<file path="src/rtl/uart_pkg.sv">
// Shared definitions for the UART transmit path.
//   uart_state_t : FSM state codes (gray sequence through a frame)
//   PAR_*        : parity type selector values
//   *_BIT/LVL    : line levels for start, stop and idle
//   cnt_width()  : bit-counter width for a given data width
package uart_pkg;

  typedef enum logic [2:0] {
    S_IDLE   = 3'b000,
    S_START  = 3'b001,
    S_DATA   = 3'b011,
    S_PARITY = 3'b010,
    S_STOP   = 3'b110
  } uart_state_t;

  localparam logic PAR_EVEN  = 1'b0;
  localparam logic PAR_ODD   = 1'b1;
  localparam logic START_BIT = 1'b0;
  localparam logic STOP_BIT  = 1'b1;
  localparam logic IDLE_LVL  = 1'b1;

  // Counter only has to reach DATA_WIDTH-1; keep at least one bit.
  function automatic int cnt_width(input int w);
    return (w > 1) ? $clog2(w) : 1;
  endfunction

endpackage

</file>
<file path="src/rtl/uart_tx_serializer.sv">
// Load/shift register and bit counter for the UART transmitter.
// Ports:
//   clk_i        baud clock
//   rst_i        async active-high reset
//   load_i       capture load_data_i, clear bit counter
//   load_data_i  parallel word to serialize
//   shift_i      shift register right by one (LSB leaves first)
//   count_i      advance bit counter
//   ser_data_o   current LSB of the shift register
//   ser_done_o   bit counter at DATA_WIDTH-1 (last data bit on the line)
module uart_tx_serializer
  import uart_pkg::*;
#(
  parameter int DATA_WIDTH = 8
) (
  input  logic                  clk_i,
  input  logic                  rst_i,
  input  logic                  load_i,
  input  logic [DATA_WIDTH-1:0] load_data_i,
  input  logic                  shift_i,
  input  logic                  count_i,
  output logic                  ser_data_o,
  output logic                  ser_done_o
);

  localparam int CNT_W = cnt_width(DATA_WIDTH);

  logic [DATA_WIDTH-1:0] shreg_q, shreg_d;
  logic [CNT_W-1:0]      cnt_q, cnt_d;

  always_comb begin
    shreg_d = shreg_q;
    cnt_d   = cnt_q;
    if (load_i) begin
      shreg_d = load_data_i;
      cnt_d   = '0;
    end else begin
      if (shift_i) shreg_d = shreg_q >> 1;
      if (count_i) cnt_d   = cnt_q + CNT_W'(1);
    end
  end

  always_ff @(posedge clk_i or posedge rst_i) begin
    if (rst_i) begin
      shreg_q <= '0;
      cnt_q   <= '0;
    end else begin
      shreg_q <= shreg_d;
      cnt_q   <= cnt_d;
    end
  end

  assign ser_data_o = shreg_q[0];
  assign ser_done_o = (cnt_q == CNT_W'(DATA_WIDTH - 1));

endmodule

</file>
<file path="src/rtl/uart_tx_core.sv">
// UART transmitter: start bit, DATA_WIDTH data bits LSB first, optional
// parity, one stop bit. One serial bit per CLK cycle.
// Ports:
//   CLK         TX baud clock
//   RST         async active-high reset
//   P_DATA      parallel word, sampled on accept
//   Data_Valid  request, accepted in IDLE
//   PAR_EN      1 = append parity bit, sampled on accept
//   PAR_TYP     0 = even, 1 = odd, sampled on accept
//   TX_OUT      registered serial line, idles high
//   Busy        registered, high from start bit through stop bit
//
// state  | meaning
// IDLE   | line high, waiting for Data_Valid
// START  | start bit on the line
// DATA   | data bits on the line, LSB first
// PARITY | latched parity bit on the line
// STOP   | stop bit on the line, Busy drops at end of cycle
module uart_tx_core
  import uart_pkg::*;
#(
  parameter int DATA_WIDTH = 8
) (
  input  logic                  CLK,
  input  logic                  RST,
  input  logic [DATA_WIDTH-1:0] P_DATA,
  input  logic                  Data_Valid,
  input  logic                  PAR_EN,
  input  logic                  PAR_TYP,
  output logic                  TX_OUT,
  output logic                  Busy
);

  uart_state_t state_q;
  logic        tx_q;
  logic        busy_q;
  logic        par_en_q;
  logic        par_bit_q;

  logic        accept;
  logic        ser_shift;
  logic        ser_count;
  logic        ser_data;
  logic        ser_done;

  assign accept = (state_q == S_IDLE) && Data_Valid;

  // Outputs are registered, so each edge loads the bit for the state being
  // entered. The first shift happens leaving START (bit 0 goes onto the line);
  // the counter only advances between data bits, so it reads DATA_WIDTH-1
  // while the last bit is on the line.
  assign ser_shift = (state_q == S_START) || ((state_q == S_DATA) && !ser_done);
  assign ser_count = (state_q == S_DATA) && !ser_done;

  uart_tx_serializer #(
    .DATA_WIDTH (DATA_WIDTH)
  ) u_ser (
    .clk_i       (CLK),
    .rst_i       (RST),
    .load_i      (accept),
    .load_data_i (P_DATA),
    .shift_i     (ser_shift),
    .count_i     (ser_count),
    .ser_data_o  (ser_data),
    .ser_done_o  (ser_done)
  );

  always_ff @(posedge CLK or posedge RST) begin
    if (RST) begin
      state_q   <= S_IDLE;
      tx_q      <= IDLE_LVL;
      busy_q    <= 1'b0;
      par_en_q  <= 1'b0;
      par_bit_q <= 1'b0;
    end else begin
      case (state_q)
        S_IDLE: begin
          if (Data_Valid) begin
            state_q   <= S_START;
            tx_q      <= START_BIT;
            busy_q    <= 1'b1;
            par_en_q  <= PAR_EN;
            par_bit_q <= (^P_DATA) ^ PAR_TYP;
          end else begin
            tx_q   <= IDLE_LVL;
            busy_q <= 1'b0;
          end
        end
        S_START: begin
          state_q <= S_DATA;
          tx_q    <= ser_data;
        end
        S_DATA: begin
          if (ser_done) begin
            if (par_en_q) begin
              state_q <= S_PARITY;
              tx_q    <= par_bit_q;
            end else begin
              state_q <= S_STOP;
              tx_q    <= STOP_BIT;
            end
          end else begin
            tx_q <= ser_data;
          end
        end
        S_PARITY: begin
          state_q <= S_STOP;
          tx_q    <= STOP_BIT;
        end
        S_STOP: begin
          state_q <= S_IDLE;
          tx_q    <= IDLE_LVL;
          busy_q  <= 1'b0;
        end
        default: begin
          state_q <= S_IDLE;
          tx_q    <= IDLE_LVL;
          busy_q  <= 1'b0;
        end
      endcase
    end
  end

  assign TX_OUT = tx_q;
  assign Busy   = busy_q;

endmodule

</file>
<file path="config.mk">
export PLATFORM = sky130hd
export DESIGN_NAME = uart_tx_core
export DESIGN_NICKNAME = d
export VERILOG_FILES = /design/src/rtl/uart_pkg.sv /design/src/rtl/uart_tx_serializer.sv /design/src/rtl/uart_tx_core.sv
export SDC_FILE = /design/constraint.sdc
export NUM_CORES = 1
export LEC_CHECK = 0
export ABC_AREA = 1
export BUFFER_PORTS_ARGS = -buffer_cell sky130_fd_sc_hd__buf_2
export CAP_MARGIN = 20
export CORE_ASPECT_RATIO = 0.9
export CORE_MARGIN = 10
export CORE_UTILIZATION = 45
export DETAILED_ROUTE_END_ITERATION = 8
export GPL_TIMING_DRIVEN = 1
export PLACE_DENSITY = 0.68
export SYNTH_ARGS = -nofsm -noshare
export SYNTH_HDL_FRONTEND = slang
export SYNTH_HIERARCHICAL = 1
export SYNTH_SLANG_ARGS = --single-unit
</file>
<file path="constraint.sdc">
create_clock -name CLK -period 4.1 [get_ports CLK]
set_input_delay 1.025 -clock CLK [delete_from_list [all_inputs] [get_ports CLK]]
set_output_delay 1.025 -clock CLK [all_outputs]
set_load 0.005 [all_outputs]
</file>
## Word level (Yosys, flattened, before mapping)

Index checks and enable logic that the tools add are counted.
W data, S select, Z words.

- Register bits: 18

- Bitwise gates (word level): 1
- Reductions and logical operators: 11
- Eq/ne operators: 6
- Mux-type cells: 14
- $add $sub $neg: 1

Operator list:

| kind | count |
|---|---|
| $mux W8 | 2 |
| $mux W3 | 5 |
| $pmux W3 S4 | 1 |
| $reduce_xor A8 Y1 | 1 |
| $eq A3 B2 Y1 const B | 2 |
| $mux W1 | 4 |
| $ne A2 B2 Y1 const B | 2 |
| $reduce_and A2 Y1 | 2 |
| $reduce_bool A2 Y1 | 2 |
| $add A3 B1 Y3 const B | 1 |
| $eq A3 B1 Y1 const B | 1 |
| $eq A3 B3 Y1 const B | 1 |
| $logic_not A3 Y1 | 1 |
| $pmux W1 S3 | 1 |
| $reduce_or A3 Y1 | 1 |
| $logic_and A1 B1 Y1 | 2 |
| $pmux W1 S2 | 1 |
| $logic_not A1 Y1 | 1 |
| $logic_or A1 B1 Y1 | 1 |
| $xor A1 B1 Y1 | 1 |

## Depth between registers and ports, before layout

- Word-level depth: 6
- Depth in mapped cells: 10

## Hierarchy

The synthesis kept the hierarchy.

By module, submodules not included:

| module | area each (µm²) | cells an instance | times used |
|---|---|---|---|
| uart_tx_serializer | 589.3 | 61 | 1 |
| uart_tx_core | 445.4 | 64 | 1 |

## Worst setup path before layout

No wires, ideal clock.

- Kind: input-to-reg
- Start: input Data_Valid
- End: register u_ser.shreg_q[1]
- Stages: 7
- Required time: 3.979 ns
- Path slack: 2.393 ns
- Setup time: 0.121 ns
- Data arrival time: 1.586 ns
- Buffers on the path: 2
- Cells stage by stage: nand2_2 > clkinv_2 > buf_6 > inv_6 > buf_8 > nand3_2 > nand3_2

- Word-level cells in the longest chain between the ends: 2
- Elaborated cells on any way between the ends: 3
- Classes of those cells: 1 x mux; 2 x reduce/logical

Ends and longest elaborated chain:

| what | line | text |
|---|---|---|
| start, declared | uart_tx_core.sv:27 | `input logic Data_Valid,` |
| $logic_and A1 B1 Y1 * | uart_tx_core.sv:46 | `assign accept = (state_q == S_IDLE) && Data_Valid;` |
| via accept | uart_tx_core.sv:40 | `logic accept;` |
| $mux W8 or $reduce_bool A2 Y1 (tied branches) | - |  |
| end signal, assigned | uart_tx_serializer.sv:48 | `shreg_q <= shreg_d;` |
| end, declared | uart_tx_serializer.sv:28 | `logic [DATA_WIDTH-1:0] shreg_q, shreg_d;` |

The timed path passes the listed nets; every way through them passes the cells marked *.
A chain may end at the register's enable or synchronous reset.

## Worst setup path after layout

- Start: register tx_q (netlist: TX_OUT)
- End: output TX_OUT

RTL lines:

| what | line | text |
|---|---|---|
| start, declared | uart_tx_core.sv:35 | `logic tx_q;` |
| start signal, assigned | uart_tx_core.sv:91 | `tx_q <= ser_data;` |
| start signal, assigned | uart_tx_core.sv:97 | `tx_q <= par_bit_q;` |
| start signal, assigned | uart_tx_core.sv:103 | `tx_q <= ser_data;` |
| end, declared | uart_tx_core.sv:30 | `output logic TX_OUT,` |

No word-level cell between the ends.

==> results.rst <==
.. list-table::
   :header-rows: 1

   * - Metric
     - Value
   * - Warning count from the yosys run
     - 6
   * - Antenna violations before repair
     - 0
   * - Launch point of the worst path
     - TX_OUT
   * - Wire length of the first global-routing pass
     - 3580 um
   * - Ratio of cells with drive above 1 in the final layout
     - about a quarter
   * - Cells taking the most area after synthesis
     - dfrtp_1, nand2_1, nand3_1
   * - Number of vias per cell after detailed routing
     - around 4.8
   * - Power density over the cells
     - between 600 and 700 nW/um^2
   * - Clock insertion delay at the later pin of the skew report
     - 0.29 ns
   * - Maximum frequency from static timing analysis
     - 518 MHz
   * - Clock-pin slew on the worst setup and hold paths
     - 0.09 ns
   * - Kind of path behind the tightest hold check
     - flop to flop
   * - Hold buffer count at CTS
     - 0
   * - Floorplan core area
     - ~2200 um^2
   * - Final number of max-transition violations
     - 0
   * - Cell at the slowest stage of the critical path
     - dfstp_2
   * - Leading cell type by number of instances after synthesis
     - nand2_1
   * - Final period utilization
     - between 40% and 50%
   * - Startpoint of the worst hold path
     - par_en_q
   * - Vias in the first global route
     - between 800 and 900
   * - Final nets
     - 156
   * - Post-Synthesis Mean Instance Area
     - 8.28 um^2
   * - Sum of net half-perimeters after detailed placement
     - around 1600 um
   * - Total number of vias
     - about 810
   * - Placed Cells incl. Taps
     - ~160
   * - Number of buffers between clock root and the deepest sink
     - 2
   * - Category of cells accounting for the largest share of critical-path delay
     - flip-flops
   * - #FFs+latches synth
     - 18
   * - H-tree depth
     - 1
   * - Crit start category
     - flop
   * - Crit Path Class
     - flop to primary output
   * - Clock root buffer master
     - clkbuf_4
   * - Status
     - finished, final reports clean
   * - Final hold viol count
     - 0
   * - Height of the die
     - approximately 65 um
   * - Synth Net Count
     - 140
   * - Total setup violations reported at the end of the flow
     - 0
   * - Worst reg2reg startpoint
     - u_ser/cnt_q[0]
   * - Wire length reported by the detailed router
     - 1950 um
   * - Width of the die
     - about 71 um
   * - Violation count after the first detailed-route iteration
     - 30
   * - Buffering stage count on the worst path with inverters included
     - 1
   * - Power after layout
     - around 0.00070 W
   * - Highest net fanout along the worst path
     - 1
   * - Overflow left after global routing
     - 0
   * - Hold_ws
     - 0.462 ns
   * - Global placer's final weighted congestion
     - about 0.79
   * - Largest area contributor in the netlist
     - dfrtp_1
   * - Number of post-CTS setup repair buffers
     - 0
   * - CP Capture Type
     - primary output
   * - Total I/O pin count
     - 15
   * - Data required time at the worst endpoint
     - 3.07 ns
   * - Maximum VDD drop
     - ~0.28 mV
   * - Share of the synthesized area in the top cell type
     - between 40% and 50%
   * - Area added between synthesis and finish
     - 10.3%
   * - Slew Limit Headroom
     - between 60 and 70%
   * - Share of flip-flops with an asynchronous set or reset after synthesis
     - 100%
   * - Number of sinks on the clock net
     - 18
   * - Slew of the pin with the lowest slew margin
     - between 0.4 and 0.5 ns
   * - Total of max-cap violations
     - 0
   * - DRC Markers
     - 0
   * - Number of buffers inserted during clock tree synthesis
     - 3
   * - Final setup skew
     - 0.00361 ns
   * - Number of inserted diodes
     - 0
   * - Largest incremental delay on the critical path
     - approximately 0.52 ns
   * - Synthesized instance count
     - between 100 and 150
   * - Count of filler cells inserted in the layout
     - between 200 and 250
   * - Part of the Yosys area used for sequential elements
     - around 44%
   * - Post-Layout Inst Area
     - roughly 1100 um^2
   * - Post-synth EDFFs
     - 0
   * - Wire length per cell
     - roughly 12 um
   * - Area of the die
     - between 4000 and 5000 um^2
   * - Total Routing Usage GR
     - roughly a tenth
   * - Number of placement rows
     - 16
   * - Effective utilization at floorplan
     - a little under half
   * - Library cells used by synthesis
     - 22
   * - Cell area after synthesis
     - ~1000 um^2
   * - Top cell types by occurrence after synthesis
     - nand2_1, dfrtp_1, inv_1
   * - Main flop type after synthesis
     - dfrtp_1
   * - Fin crit period
     - ~1.9 ns
   * - Post-Place Cell Area
     - 1100 um^2
   * - ANT nets after route
     - 0
   * - CTS tree
     - built
   * - Final standard cell count with taps included and fillers excluded
     - approximately 170
   * - Crit path arrival time
     - about 0.9 ns
   * - I/O Buffers
     - 14
   * - Static Leak
     - ~0.64 nW
   * - Count of instances resized after the clock tree is built
     - 0
   * - Maximum number of pins on one net before global-route repair
     - 14
   * - Setup repair after global routing missed its margin
     - false
   * - Cell-by-cell trace of the critical path
     - buf_2
   * - Final TNS setup
     - 0 ns
   * - Number of search-and-repair iterations in the first detailed-routing pass
     - 4
metrics by stage:
stage	utilization [%]	setup slack, ns
after floorplan	-	2.39
after global placement	50.6	2.21
after detailed placement	50.6	2.17
after CTS	52.3	2.15
after global routing	52.3	2.09
final	52.3	2.17
area by class of cell:
class                           count  area, um^2  share of cell area, %
Multi-Input combinational cell     85         472                   41.3
Sequential cell                    18         452                   39.6
Inverter                           19        77.6                   6.80
Timing Repair Buffer               14        70.1                   6.14
Clock buffer                        4        36.3                   3.18
Tap cell                           27        33.8                   2.96
cells by family (layout without fill, tap and decap cells):
logic type | after synthesis | after routing | synth area share [%]
and+or+nand+nor | 74 | 74 | 36.9
buffers and inverters | 22 | 37 | 10.8
DFF | 18 | 18 | 43.7
AOI/OAI and AO/OA | 5 | 5 | 2.90
xor gates and xnor gates | 4 | 4 | 3.39
adders and majority gates | 2 | 2 | 2.42
where the power goes:
part	internal (W)	switching [W]	leakage [nW]	total (W)
clock network	0.0000541	0.0000505	0.0210	0.000105
registers	0.000259	0.0000500	0.228	0.000309
logic	0.000106	0.000182	0.394	0.000288
total	0.000419	0.000283	0.643	0.000702
metal layers:
layer	vias up	track usage, %	part of all wire, %
li1	422	-	-
met1	367	11.0	51
met4	0	5.56	1.1
met5	-	0	0
met2	16	15.0	45
met3	2	2.70	2.9
state kept, by name (all words and copies together) (netlist names):
register,count
u_ser/cnt_q,3
par_bit_q,1
par_en_q,1
Busy,1
TX_OUT,1
u_ser/shreg_q,8
state_q,3
worst paths after layout:
path	to	slack [ns]	depth (start not counted)
min in group asynchronous	state_q[0]	0.66	2
min	state_q[2]	0.46	1
min reg2reg	state_q[2]	0.46	1
max in group asynchronous	u_ser/shreg_q[7]	3.09	2
max	TX_OUT	2.17	1
max reg2reg	u_ser/shreg_q[5]	2.43	8
placed cells by master, fill, tap and decap left out, types with 2 or more instances in the layout:
master / instances
buf_2: 14
clkbuf_4: 3
dfrtp_1: 17
ha_1: 2
inv_1: 17
nand2_1: 40
nand2_2: 4
nand3_1: 16
nand3_2: 8
nor2_1: 3
o21ai_1: 3
xnor2_1: 2
xor2_1: 2
(Power assumes the default switching activity.)
